<file path="config.mk">
export PLATFORM = sky130hd
export DESIGN_NAME = jolt160_mem_arbiter_flat
export DESIGN_NICKNAME = d
export VERILOG_FILES = /design/src/rtl/jolt160_mem_arbiter_if.sv /design/src/rtl/jolt160_mem_arbiter.sv /design/src/flat_wrapper.sv
export SDC_FILE = /design/constraint.sdc
export NUM_CORES = 1
export LEC_CHECK = 0
export ABC_AREA = 1
export BUFFER_PORTS_ARGS = -buffer_cell sky130_fd_sc_hd__buf_2
export CAP_MARGIN = 20
export CORE_MARGIN = 1.5
export CORE_UTILIZATION = 40
export DETAILED_ROUTE_END_ITERATION = 10
export HOLD_SLACK_MARGIN = 0.05
export PLACE_DENSITY = 0.69
export SKIP_CTS_REPAIR_TIMING = 1
export SYNTH_ARGS = -nofsm -noshare
export SYNTH_HDL_FRONTEND = slang
export SYNTH_SLANG_ARGS = --single-unit
</file>
<file path="constraint.sdc">
create_clock -name clk -period 2.4 [get_ports clk]
set_input_delay 0.12 -clock clk [delete_from_list [all_inputs] [get_ports clk]]
set_output_delay 0.12 -clock clk [all_outputs]
set_load 0.05 [all_outputs]
</file>
<file path="src/rtl/jolt160_mem_arbiter_if.sv">
// Signal bundle between the CPU/DMA requesters, the Jolt160 memory port and the arbiter.
// The arbiter connects through the slave view; the requester/memory side uses the master view.
interface jolt160_mem_arbiter_if #(
  parameter int ADDR_WIDTH = 16,
  parameter int DATA_WIDTH = 16
);
  logic                  cpu_req;
  logic                  cpu_we;
  logic                  cpu_sz;
  logic [ADDR_WIDTH-1:0] cpu_addr;
  logic [DATA_WIDTH-1:0] cpu_wdata;
  logic [DATA_WIDTH-1:0] cpu_rdata;
  logic                  cpu_ready;

  logic                  dma_req;
  logic                  dma_we;
  logic                  dma_sz;
  logic [ADDR_WIDTH-1:0] dma_addr;
  logic [DATA_WIDTH-1:0] dma_wdata;
  logic [DATA_WIDTH-1:0] dma_rdata;
  logic                  dma_ready;

  logic                  mem_req;
  logic                  mem_we;
  logic                  mem_sz;
  logic [ADDR_WIDTH-1:0] mem_addr;
  logic [DATA_WIDTH-1:0] mem_wdata;
  logic [DATA_WIDTH-1:0] mem_rdata;
  logic                  mem_ready;

  logic [1:0]            bus_owner;
  logic                  bus_err;

  modport slave (
    input  cpu_req, cpu_we, cpu_sz, cpu_addr, cpu_wdata,
    output cpu_rdata, cpu_ready,
    input  dma_req, dma_we, dma_sz, dma_addr, dma_wdata,
    output dma_rdata, dma_ready,
    output mem_req, mem_we, mem_sz, mem_addr, mem_wdata,
    input  mem_rdata, mem_ready,
    output bus_owner, bus_err
  );

  modport master (
    output cpu_req, cpu_we, cpu_sz, cpu_addr, cpu_wdata,
    input  cpu_rdata, cpu_ready,
    output dma_req, dma_we, dma_sz, dma_addr, dma_wdata,
    input  dma_rdata, dma_ready,
    input  mem_req, mem_we, mem_sz, mem_addr, mem_wdata,
    output mem_rdata, mem_ready,
    input  bus_owner, bus_err
  );
endinterface

</file>
<file path="src/rtl/jolt160_mem_arbiter.sv">
// CPU/DMA arbiter for the Jolt160 memory port: fixed CPU priority, DMA wins after DMA_MAX_WAIT losses.
// Grant is registered one cycle after the request; the owner's ready pulses one cycle after mem_ready or timeout.
module jolt160_mem_arbiter #(
  parameter int ADDR_WIDTH   = 16,
  parameter int DATA_WIDTH   = 16,
  parameter int DMA_MAX_WAIT = 4,
  parameter int TIMEOUT      = 255
) (
  input  logic                 clk,
  input  logic                 reset,
  jolt160_mem_arbiter_if.slave bus
);
  typedef enum logic [1:0] {IDLE, GRANT_CPU, GRANT_DMA, DONE} state_t;

  localparam logic [3:0] STARVE_MAX = 4'(DMA_MAX_WAIT);
  localparam logic [7:0] TMO_LAST   = 8'(TIMEOUT - 1);

  state_t     state;
  state_t     state_nxt;
  logic [3:0] starve_cnt;
  logic [3:0] starve_nxt;
  logic [7:0] tmo_cnt;
  logic       grant_cpu;
  logic       grant_dma;
  logic       access_ok;
  logic       access_tmo;
  logic       in_grant;

  assign in_grant = (state == GRANT_CPU) || (state == GRANT_DMA);

  always_ff @(posedge clk) begin
    if (reset) state <= IDLE;
    else       state <= state_nxt;
  end

  always_comb begin
    state_nxt  = state;
    starve_nxt = starve_cnt;
    grant_cpu  = 1'b0;
    grant_dma  = 1'b0;
    access_ok  = 1'b0;
    access_tmo = 1'b0;
    unique case (state)
      IDLE: begin
        if (bus.dma_req && (starve_cnt == STARVE_MAX)) begin
          grant_dma = 1'b1;
        end else if (bus.cpu_req) begin
          grant_cpu = 1'b1;
          if (bus.dma_req && (starve_cnt < STARVE_MAX)) starve_nxt = starve_cnt + 4'd1;
        end else if (bus.dma_req) begin
          grant_dma = 1'b1;
        end
        if (grant_dma) begin
          starve_nxt = '0;
          state_nxt  = GRANT_DMA;
        end else if (grant_cpu) begin
          state_nxt  = GRANT_CPU;
        end
      end
      GRANT_CPU, GRANT_DMA: begin
        if (bus.mem_ready) begin
          access_ok = 1'b1;
          state_nxt = DONE;
        end else if (tmo_cnt == TMO_LAST) begin
          access_tmo = 1'b1;
          state_nxt  = DONE;
        end
      end
      DONE:    state_nxt = IDLE;
      default: state_nxt = IDLE;
    endcase
  end

  always_ff @(posedge clk) begin
    if (reset) begin
      starve_cnt    <= '0;
      tmo_cnt       <= '0;
      bus.mem_req   <= 1'b0;
      bus.mem_we    <= 1'b0;
      bus.mem_sz    <= 1'b0;
      bus.mem_addr  <= {ADDR_WIDTH{1'b0}};
      bus.mem_wdata <= {DATA_WIDTH{1'b0}};
      bus.cpu_rdata <= {DATA_WIDTH{1'b0}};
      bus.dma_rdata <= {DATA_WIDTH{1'b0}};
      bus.cpu_ready <= 1'b0;
      bus.dma_ready <= 1'b0;
      bus.bus_owner <= 2'b00;
      bus.bus_err   <= 1'b0;
    end else begin
      starve_cnt    <= starve_nxt;
      bus.cpu_ready <= 1'b0;
      bus.dma_ready <= 1'b0;
      bus.bus_err   <= 1'b0;

      if (grant_cpu || grant_dma) begin
        bus.mem_req   <= 1'b1;
        bus.mem_we    <= grant_cpu ? bus.cpu_we    : bus.dma_we;
        bus.mem_sz    <= grant_cpu ? bus.cpu_sz    : bus.dma_sz;
        bus.mem_addr  <= grant_cpu ? bus.cpu_addr  : bus.dma_addr;
        bus.mem_wdata <= grant_cpu ? bus.cpu_wdata : bus.dma_wdata;
        bus.bus_owner <= grant_cpu ? 2'b01 : 2'b10;
        tmo_cnt       <= '0;
      end

      if (in_grant && !bus.mem_ready) tmo_cnt <= tmo_cnt + 8'd1;

      // A timed-out access still completes to its owner, but with zero data.
      if (access_ok || access_tmo) begin
        bus.mem_req <= 1'b0;
        bus.bus_err <= access_tmo;
        if (state == GRANT_CPU) begin
          bus.cpu_rdata <= access_ok ? bus.mem_rdata : {DATA_WIDTH{1'b0}};
          bus.cpu_ready <= 1'b1;
        end else begin
          bus.dma_rdata <= access_ok ? bus.mem_rdata : {DATA_WIDTH{1'b0}};
          bus.dma_ready <= 1'b1;
        end
      end

      if (state == DONE) bus.bus_owner <= 2'b00;
    end
  end
endmodule

</file>
<file path="src/flat_wrapper.sv">
// flat-port wrapper written by rule: the top's interface ports become plain ports
module jolt160_mem_arbiter_flat 
#(
  parameter int ADDR_WIDTH   = 16,
  parameter int DATA_WIDTH   = 16,
  parameter int DMA_MAX_WAIT = 4,
  parameter int TIMEOUT      = 255
)
  (clk, reset, bus_cpu_req, bus_cpu_we, bus_cpu_sz, bus_cpu_addr, bus_cpu_wdata, bus_cpu_rdata, bus_cpu_ready, bus_dma_req, bus_dma_we, bus_dma_sz, bus_dma_addr, bus_dma_wdata, bus_dma_rdata, bus_dma_ready, bus_mem_req, bus_mem_we, bus_mem_sz, bus_mem_addr, bus_mem_wdata, bus_mem_rdata, bus_mem_ready, bus_bus_owner, bus_bus_err);
  jolt160_mem_arbiter_if #(.ADDR_WIDTH(ADDR_WIDTH), .DATA_WIDTH(DATA_WIDTH)) bus_i ();
  input  logic clk;
  input  logic reset;
  input wire logic [$bits(bus_i.cpu_req)-1:0] bus_cpu_req;
  input wire logic [$bits(bus_i.cpu_we)-1:0] bus_cpu_we;
  input wire logic [$bits(bus_i.cpu_sz)-1:0] bus_cpu_sz;
  input wire logic [$bits(bus_i.cpu_addr)-1:0] bus_cpu_addr;
  input wire logic [$bits(bus_i.cpu_wdata)-1:0] bus_cpu_wdata;
  output wire logic [$bits(bus_i.cpu_rdata)-1:0] bus_cpu_rdata;
  output wire logic [$bits(bus_i.cpu_ready)-1:0] bus_cpu_ready;
  input wire logic [$bits(bus_i.dma_req)-1:0] bus_dma_req;
  input wire logic [$bits(bus_i.dma_we)-1:0] bus_dma_we;
  input wire logic [$bits(bus_i.dma_sz)-1:0] bus_dma_sz;
  input wire logic [$bits(bus_i.dma_addr)-1:0] bus_dma_addr;
  input wire logic [$bits(bus_i.dma_wdata)-1:0] bus_dma_wdata;
  output wire logic [$bits(bus_i.dma_rdata)-1:0] bus_dma_rdata;
  output wire logic [$bits(bus_i.dma_ready)-1:0] bus_dma_ready;
  output wire logic [$bits(bus_i.mem_req)-1:0] bus_mem_req;
  output wire logic [$bits(bus_i.mem_we)-1:0] bus_mem_we;
  output wire logic [$bits(bus_i.mem_sz)-1:0] bus_mem_sz;
  output wire logic [$bits(bus_i.mem_addr)-1:0] bus_mem_addr;
  output wire logic [$bits(bus_i.mem_wdata)-1:0] bus_mem_wdata;
  input wire logic [$bits(bus_i.mem_rdata)-1:0] bus_mem_rdata;
  input wire logic [$bits(bus_i.mem_ready)-1:0] bus_mem_ready;
  output wire logic [$bits(bus_i.bus_owner)-1:0] bus_bus_owner;
  output wire logic [$bits(bus_i.bus_err)-1:0] bus_bus_err;
  assign bus_i.cpu_req = bus_cpu_req;
  assign bus_i.cpu_we = bus_cpu_we;
  assign bus_i.cpu_sz = bus_cpu_sz;
  assign bus_i.cpu_addr = bus_cpu_addr;
  assign bus_i.cpu_wdata = bus_cpu_wdata;
  assign bus_cpu_rdata = bus_i.cpu_rdata;
  assign bus_cpu_ready = bus_i.cpu_ready;
  assign bus_i.dma_req = bus_dma_req;
  assign bus_i.dma_we = bus_dma_we;
  assign bus_i.dma_sz = bus_dma_sz;
  assign bus_i.dma_addr = bus_dma_addr;
  assign bus_i.dma_wdata = bus_dma_wdata;
  assign bus_dma_rdata = bus_i.dma_rdata;
  assign bus_dma_ready = bus_i.dma_ready;
  assign bus_mem_req = bus_i.mem_req;
  assign bus_mem_we = bus_i.mem_we;
  assign bus_mem_sz = bus_i.mem_sz;
  assign bus_mem_addr = bus_i.mem_addr;
  assign bus_mem_wdata = bus_i.mem_wdata;
  assign bus_i.mem_rdata = bus_mem_rdata;
  assign bus_i.mem_ready = bus_mem_ready;
  assign bus_bus_owner = bus_i.bus_owner;
  assign bus_bus_err = bus_i.bus_err;
  jolt160_mem_arbiter #(.ADDR_WIDTH(ADDR_WIDTH), .DATA_WIDTH(DATA_WIDTH), .DMA_MAX_WAIT(DMA_MAX_WAIT), .TIMEOUT(TIMEOUT)) u_core (.clk(clk), .reset(reset), .bus(bus_i));
endmodule
</file>
After elaboration in Yosys (flattened, before gate mapping)
Index checks and enable logic that the tools add are counted.

$lt $le $gt $ge: 1. Eq/ne operators: 8. $add $sub $neg: 2. Bitwise gates (word level): 2. Reduce and logical (&&, ||, !) cells: 19. Mux-type cells: 33.

Operators by type and width (count): 2-to-1 mux 16 bit (3); 2-to-1 mux 1 bit (18); 2-to-1 mux 4 bit (4); 2-to-1 mux 8 bit (2); 2-to-1 mux 2 bit (5); adder 8 x 1 -> 8 bit, second input constant (1); == test 8 bit, second input constant (1); OR reduction 2 bit (4); one-hot mux 2 bit (3 select lines) (1); AND reduction 2 bit (3); nonzero test 2 bit (3); adder 4 x 1 -> 4 bit, second input constant (1); == test 2 bit, second input constant (2); == test 4 x 3 -> 1 bit, second input constant (1); less-than comparator 4 x 3 -> 1 bit, second input constant (1); AND reduction 4 bit (1); logical AND 1 bit (3); logical OR 1 bit (3); inequality test 3 x 1 -> 1 bit, second input constant (1); inequality test 3 x 2 -> 1 bit, second input constant (1); == test 2 x 1 -> 1 bit, second input constant (1); zero test 2 bit (1); inequality test 2 bit, second input constant (1); NOT 1 bit (2); zero test 1 bit (1).

Logic and storage cells: 79. Output and inout bits: 72. Register bits: 86. Input port bits: 89.

Logic depth before layout (Yosys ltp)
Gate-level depths: netlist (run 1).

Word-level depth: 8. Depth in mapped cells: 10. Depth with buffers taken out: 10.

Worst setup path before layout (run 1)
Ideal clock, no wire load.

Path kind: register -> register. Start: register u_core.state[0]. End: register u_core.bus.dma_rdata[10]. Library setup time: 0.139 ns. Clock period less this slack: 1.647 ns. Required time: 2.261 ns. Stages on the path, launching flop included: 11. Buffers on the path: 1. Path slack: 0.753 ns. Arrival: 1.508 ns. Cell sequence: dfxtp_1 > inv_1 > ha_1 > inv_1 > nor2_4 > nand3_2 > nand2_4 > nand2_4 > buf_12 > nand2_4 > a21oi_2.

Cells in the longest elaborated chain, start to end: 5. Elaborated cells on any way between the ends: 9. Those cells by class: eq/ne: 2; mux: 3; bitwise: 1; reduce/logical: 3.

RTL lines: from (decl) (RTL line jolt160_mem_arbiter.sv:18) `state_t state;`; from (signal assigned) (RTL line jolt160_mem_arbiter.sv:33) `else state <= state_nxt;`; == test 2 bit or == test 2 x 1 -> 1 bit (tied branches) (RTL line jolt160_mem_arbiter.sv:43, jolt160_mem_arbiter.sv:111); OR reduction 2 bit (RTL line jolt160_mem_arbiter.sv:43) `unique case (state)`; 2-to-1 mux 1 bit (RTL line jolt160_mem_arbiter.sv:43); logical OR 1 bit (RTL line jolt160_mem_arbiter.sv:108) `if (access_ok || access_tmo) begin`; AND reduction 2 bit (no line); to (signal assigned) (RTL line jolt160_mem_arbiter.sv:84) `bus.dma_rdata <= {DATA_WIDTH{1'b0}};`; to (signal assigned) (RTL line jolt160_mem_arbiter.sv:115) `bus.dma_rdata <= access_ok ? bus.mem_rdata : {DATA_WIDTH{1'b0}};`; to (decl) (RTL line jolt160_mem_arbiter_if.sv:38) `output dma_rdata, dma_ready,`.

Several ways; a longest one is shown, not always the timed one. A chain may end at the register's enable or synchronous reset.

Worst setup path after layout (run 1)
Start: register u_core.state[0]. End: register u_core.bus.dma_rdata[3].

Same word-level chain as after synthesis.

==> results of run 1 <==
==> through the flow <==
| stage | instance area [sq um] | std cells | power, mW | hold WS, ns |
|---|---|---|---|---|
| 6_report | 5356 | 905 | 6.716 | 0.02974 |
| 5_1_grt | 5356 | 905 | 7.180 | 0.05301 |
| 4_1_cts | 5326 | 902 | 6.731 | 0.02262 |
| 3_5_place_dp | 5127 | 886 | 5.718 | 0.4124 |
| 3_3_place_gp | 5127 | 886 | 5.665 | 0.4049 |
| 2_1_floorplan | 4287 | 618 | 4.999 | 0.3109 |
==> final cells by class <==
class | count | area, sq um
repair buffers | 171 | 903.4
well taps | 136 | 170.2
fillers | 1000 | 5014
flip-flops and latches | 86 | 1722
inverters | 70 | 262.8
clock inverters | 7 | 75.07
clock buffers | 9 | 123.9
multi-input cells | 426 | 2100
==> synth_stat cells <==
master	number	area [sq um]
a211oi_1	1	7.510
a21oi_1	32	160.2
a21oi_2	9	78.83
a31oi_1	1	6.260
buf_1	7	26.28
buf_12	1	20.02
buf_2	14	70.07
buf_4	1	7.510
buf_6	4	45.04
clkbuf_1	9	33.78
clkinv_1	1	3.750
dfxtp_1	86	1722
ha_1	7	87.58
inv_1	67	251.5
inv_2	2	7.510
nand2_1	149	559.3
nand2_2	11	68.82
nand2_4	12	135.1
nand3_1	45	225.2
nand3_2	1	10.01
nand3_4	2	35.03
nand4_1	36	225.2
nor2_1	104	390.4
nor2_2	3	18.77
nor2_4	2	22.52
nor3_1	1	5.000
o21ai_0	4	20.02
o21ai_2	1	8.760
o21bai_1	3	22.52
or2_0	1	6.260
or2_2	1	6.260
==> registers in the layout, indices dropped and copies added (netlist names), 2 cells and up <==
register / count
u_core.bus.cpu_rdata: 16
u_core.state: 2
u_core.bus.dma_rdata: 16
u_core.bus.mem_wdata: 16
u_core.tmo_cnt: 8
u_core.bus.bus_owner: 2
u_core.starve_cnt: 4
u_core.bus.mem_addr: 16
==> power groups by stage <==
stage | clock, mW | sequential (mW) | combinational [mW]
after floorplan | 0 | 3.12 | 1.88
after global placement | 0 | 2.01 | 3.65
after detailed placement | 0 | 2.02 | 3.70
after CTS | 1.03 | 1.99 | 3.71
after global routing | 1.11 | 2.03 | 4.04
final | 1.02 | 1.99 | 3.71
==> worst max-delay path: cells and delay by family (launching register included) <==
kind / cells / cell delay (ns)
flip-flops: 1 / 0.37
buffers and inverters: 2 / 0.14
AO/OA/AOI/OAI: 1 / 0.07
adder cells (fa/ha/maj): 1 / 0.33
AND/OR/NAND/NOR: 5 / 0.83
==> layer usage <==
metal	part of all wire, %	GRT usage, %	up-vias
li1	-	-	2237
met1	43	24.44	1983
met2	46	33.55	217
met3	10	5.273	11
met4	1.0	6.286	0
met5	0	0	-
==> final timing paths <==
kind,end,startpoint
worst min-delay path,u_core.bus.mem_addr[4],bus_dma_addr[4]
worst max-delay path,u_core.bus.dma_rdata[3],u_core.state[0]
worst min register to register,u_core.bus.cpu_rdata[3],u_core.bus.cpu_rdata[3]
worst max register to register,u_core.bus.dma_rdata[3],u_core.state[0]
==> cells by family after synthesis <==
group | Yosys count
DFF | 86
adders and majority gates | 7
AOI/OAI and AO/OA | 51
and+or+nand+nor | 368
buffers and inverters | 106
==> reports/summary.txt, run 1 <==
Global Route Usage Sum: 19.80%
top fanout value on the critical path: 17
post-synth net total: 714
leading cell type in the layout, fill and taps excluded: buf_2
number of instances in the synthesized netlist: 618
antenna fix cells: 0
Sequential Power Share: 29.6%
num ports: 161
final estimated routing congestion in global placement: 0.8820
Max Freq: 0.5369 GHz
global-route wire length before repair: 18.15 mm
Core Util, Final: 51.65%
setup violation total in the final timing report: 0
share of layout cells above drive strength 1: 29.65%
data arrival at the endpoint of the critical path: 2.11 ns
growth of design area from synthesis to finish: 24.96%
largest net degree at the start of global routing: 69
Post-Synth XOR/XNOR Area: 0%
mux share of post-synthesis cell area: 0%
fraction of power consumed by combinational cells: 55.2%
Sw Share: 53.16%
Startpoint Class: flip-flop
largest buffer count on any clock path: 2
worst clock skew: 0.01995 ns
violation count after the first detailed-route iteration: 375
Worst-Skew Late Latency: 0.37 ns
cell with the largest stage delay on the worst path: dfxtp_1
clock sink total: 86
LEAKAGE: 2.797 nW
TritonCTS Buffers: 9
count of yosys warnings during synthesis: 0
share of synthesized cell area in full adder, half adder and majority cells: 2.043%
total power density per cell area: 1254 nW/um^2
Final ANT Viol Nets: 0
status: finished clean
worst slack, placed: 0.5281 ns
width of the chip: 106.5 um
post-route setup TNS: 0 ns
worst-case setup margin in the final layout: 0.5376 ns
buffer type at the clock tree root: clkbuf_8
top library cells by usage in the layout, fill and taps aside: 160 x buf_2, 149 x nand2_1, 104 x nor2_1
Port Buffers: 160
vias after detailed routing: 4,448
dominant combinational cell family by area after synthesis: simple AND/OR/NAND/NOR gates
post-route clock period utilization: 77.60%
TritonCTS clock tree: yes
share of synthesized cell area in and, or, nand and nor gates: 39.84%
worst slew pin tran: 0.4924 ns
Hold Fails Final Rpt: 0
FF-to-FF setup slack: 0.54 ns
number of global-route vias before repair: 3,913
global route overflow: 0
netlist area before placement: 4287 sq um
part of the power in the clock network: 15.2%
Internal Power: 3.146 mW
hold crit path type: in2reg
initial cell density of the core: 41.34%
Worst slew margin: 66.97%
# H-tree levels: 3
compound-cell area share of the yosys netlist: 7.093%
total detailed-routing wirelength: 11.62 mm
CTS clock-pin slew for the worst setup and hold paths: 0.10 ns
Worst VDD drop: 0.6395 mV
required time at the worst-slack endpoint: 2.65 ns
number of synthesized register bits: 86
initial antenna violation count: 1
detailed placement HPWL: 8.266 mm
part of the Yosys area used for sequential elements: 40.16%
total net switching power: 3.570 mW
core area: 10,370 sq um
vias per std cell: 4.915
floorplan die height: 106.5 um
Critical Path End Type: flip-flop
WHS Path Cells: 5
final period demand of the worst path: 1.862 ns
series of cell instances along the critical path: inv_1 -> ha_1 -> inv_1 -> nor2_4 -> nand3_2 -> nand2_4 -> nand2_4 -> nand2_1 -> a21oi_1
Crit Path Class: reg2reg
Worst path max stage delay: 0.37 ns
Pins Over Slew Limit: 0
number of distinct library cell variants in the gate-level netlist after synthesis: 31
nets: 860
RSZ-0062 raised after global routing: false
FF-to-FF path depth: 9
detailed-router iteration count before antenna repair: 5
number of violations of the max-capacitance limit: 0
die area: 11,350 sq um
DRC violation count after routing: 0
site row count: 37
Avg Synthesized Cell Area: 6.936 sq um
final routed wire length divided by cell count: 12.84 um
(Power assumes the default switching activity.)
==> run 2: changes to the inputs <==
clock period = 1.9 ns   (was 2.4 ns; I/O delays follow)
==> run 2 against run 1 <==
Against the previous run:
- clock power up 34%
- largest power group unchanged
- routed wire length down 0.22%
- cell count up 2.1%
- sequential power up 26%
- clock-buffer cell count unchanged
==> reports/summary.txt, run 2 (synthesized netlist as in run 1, its figures left out) <==
initial antenna violation count: 1 (unchanged)
site row count: 37 (unchanged)
setup violation total in the final timing report: 0 (unchanged)
number of violations of the max-capacitance limit: 0 (unchanged)
startpoint of the worst hold path: bus_dma_wdata[15]
Core Util, Final: 53.87% (+2.2 points)
post-place instance area: 5182 sq um (+1.1%)
LEAKAGE: 2.876 nW (+2.8%)
placed instance count: 890 (+0.45%)
Worst VDD drop: 0.7258 mV (+13%)
TritonCTS clock tree: yes
Port Buffers: 160 (unchanged)
Worst path max stage delay: 0.37 ns (about the same)
Hold Fails Final Rpt: 0 (unchanged)
growth of design area from synthesis to finish: 30.33%
global-route wire length before repair: 18.26 mm (+0.61%)
Final Total Pwr: 8.735 mW (+30%)
CTS clock-pin slew for the worst setup and hold paths: 0.10 ns (about the same)
RSZ-0062 raised after global routing: true
worst flop-to-flop path endpoint: u_core.bus.dma_rdata[5]
width of the chip: 106.5 um (unchanged)
final period demand of the worst path: 1.750 ns (-0.1128 ns)
violation count after the first detailed-route iteration: 450 (+20%)
final estimated routing congestion in global placement: 0.8530 (-3.3%)
Final ANT Viol Nets: 0 (unchanged)
# H-tree levels: 3 (unchanged)
total power density per cell area: 1564 nW/um^2 (+25%)
largest net degree at the start of global routing: 51 (-26%)
Worst-Skew Late Latency: 0.36 ns (about the same)
Crit Path Class: reg2reg
vias per std cell: 4.812 (-2.1%)
hold crit path type: in2reg
WHS Path Cells: 5 (unchanged)
Global Route Usage Sum: 19.94% (+0.14 points)
data arrival at the endpoint of the critical path: 1.98 ns (-0.13 ns)
vias after detailed routing: 4,446 (-0.045%)
hold-critical path endpoint: u_core.bus.mem_wdata[15]
floorplan die height: 106.5 um (unchanged)
number of global-route vias before repair: 4,000 (+2.2%)
FF-to-FF path depth: 9 (unchanged)
Worst slew margin: 62.18% (-4.8 points)
num ports: 161 (unchanged)
clock sink total: 86 (unchanged)
FF-to-FF setup slack: 0.15 ns (-0.39 ns)
TritonCTS Buffers: 9 (unchanged)
series of cell instances along the critical path: inv_1 -> ha_1 -> inv_1 -> nor2_4 -> nand3_2 -> nand2_4 -> nand2_8 -> nand2_1 -> a21oi_1
top fanout value on the critical path: 17 (unchanged)
detailed-router iteration count before antenna repair: 5 (unchanged)
buffer type at the clock tree root: clkbuf_8
finished layout cell area: 5587 sq um (+4.3%)
post-route clock period utilization: 92.08% (+14 points)
detailed placement HPWL: 8.051 mm (-2.6%)
largest buffer count on any clock path: 2 (unchanged)
required time at the worst-slack endpoint: 2.13 ns (-0.52 ns)
Max Freq: 0.5716 GHz (+6.4%)
worst clock skew: 0.01099 ns (-0.008956 ns)
status: finished clean
share of layout cells above drive strength 1: 29.48% (-0.17 points)
global route overflow: 0 (unchanged)
worst slew pin tran: 0.5673 ns (+0.07489 ns)
nets: 878 (+2.1%)
number of filler instances in the final layout: 1,019 (+1.9%)
post-route worst hold slack: 0.02294 ns (-0.006802 ns)
Non-Filler Instances: 924 (+2.1%)
Critical Path End Type: flip-flop
Worst path most repeated cell: inv_1
Pins Over Slew Limit: 0 (unchanged)
die area: 11,350 sq um (unchanged)
leading cell type in the layout, fill and taps excluded: buf_2
Startpoint Class: flip-flop
total detailed-routing wirelength: 11.60 mm (-0.22%)
cell with the largest stage delay on the worst path: dfxtp_1
worst reg2reg startpoint: u_core.state[0]
final routed wire length divided by cell count: 12.55 um (-2.3%)
top library cells by usage in the layout, fill and taps aside: 160 x buf_2, 149 x nand2_1, 104 x nor2_1
initial cell density of the core: 41.34% (unchanged)
core area: 10,370 sq um (unchanged)
DRC violation count after routing: 0 (unchanged)
==> run 2: cell count changes in the layout (fill, tap and decap cells not counted), moves of 2 or more <==
cell,before,now
dlygate4sd3_1,3,17
buf_12,1,3
buf_4,7,9
clkinv_4,2,0
inv_6,0,2
inv_8,3,1
nand2_4,12,10
nand2_8,0,2
==> run 2: per-layer routing <==
| layer | track usage (%) | share of wire, % | up-vias |
|---|---|---|---|
| met1 | 24.05 | 44 | 1979 |
| met5 | 0 | 0 | - |
| li1 | - | - | 2277 |
| met4 | 6.190 | 1.3 | 0 |
| met3 | 6.499 | 8.8 | 11 |
| met2 | 33.64 | 46 | 179 |
==> run 2: stage by stage <==
step,setup slack [ns],setup TNS [ns]
floorplan,0.2533,0
global placement,0.2222,0
detailed placement,0.09662,0
CTS,0.09476,0
global route,-0.007777,-0.01045
finish,0.1504,0
==> run 2: critical path, delay by kind of cell (launching register included) <==
kind | cells | cell delay [ns]
AND/OR/NAND/NOR | 5 | 0.67
AO/OA/AOI/OAI | 1 | 0.06
adder cells (fa/ha/maj) | 1 | 0.34
flip-flops | 1 | 0.37
buffers and inverters | 2 | 0.16
==> run 2: power breakdown <==
group	total (mW)	internal, mW	switching, mW
clock network	1.37	0.637	0.730
logic	4.86	1.31	3.55
registers	2.51	2.26	0.256
total	8.74	4.20	4.53
==> run 2: area by class of cell <==
cell class	instances	area, sq um	share of cell area [%]
inverters	70	262.8	4.703
well taps	136	170.2	3.046
flip-flops and latches	86	1722	30.82
repair buffers	189	1099	19.66
multi-input cells	426	2117	37.89
diodes	1	2.502	0.04479
clock inverters	7	90.09	1.613
clock buffers	9	123.9	2.217
==> run 2: worst max-delay path by stage <==
stage                                     endpoint            start  cells past startpoint  slack, ns
after floorplan           u_core.bus.dma_rdata[10]  u_core.state[0]                     10       0.25
after global placement     u_core.bus.dma_rdata[0]  u_core.state[0]                      9       0.22
after detailed placement   u_core.bus.dma_rdata[3]  u_core.state[0]                      9        0.1
after CTS                  u_core.bus.dma_rdata[5]  u_core.state[0]                      9       0.09
after global routing       u_core.bus.dma_rdata[5]  u_core.state[0]                      9     -0.008
final                      u_core.bus.dma_rdata[5]  u_core.state[0]                      9       0.15
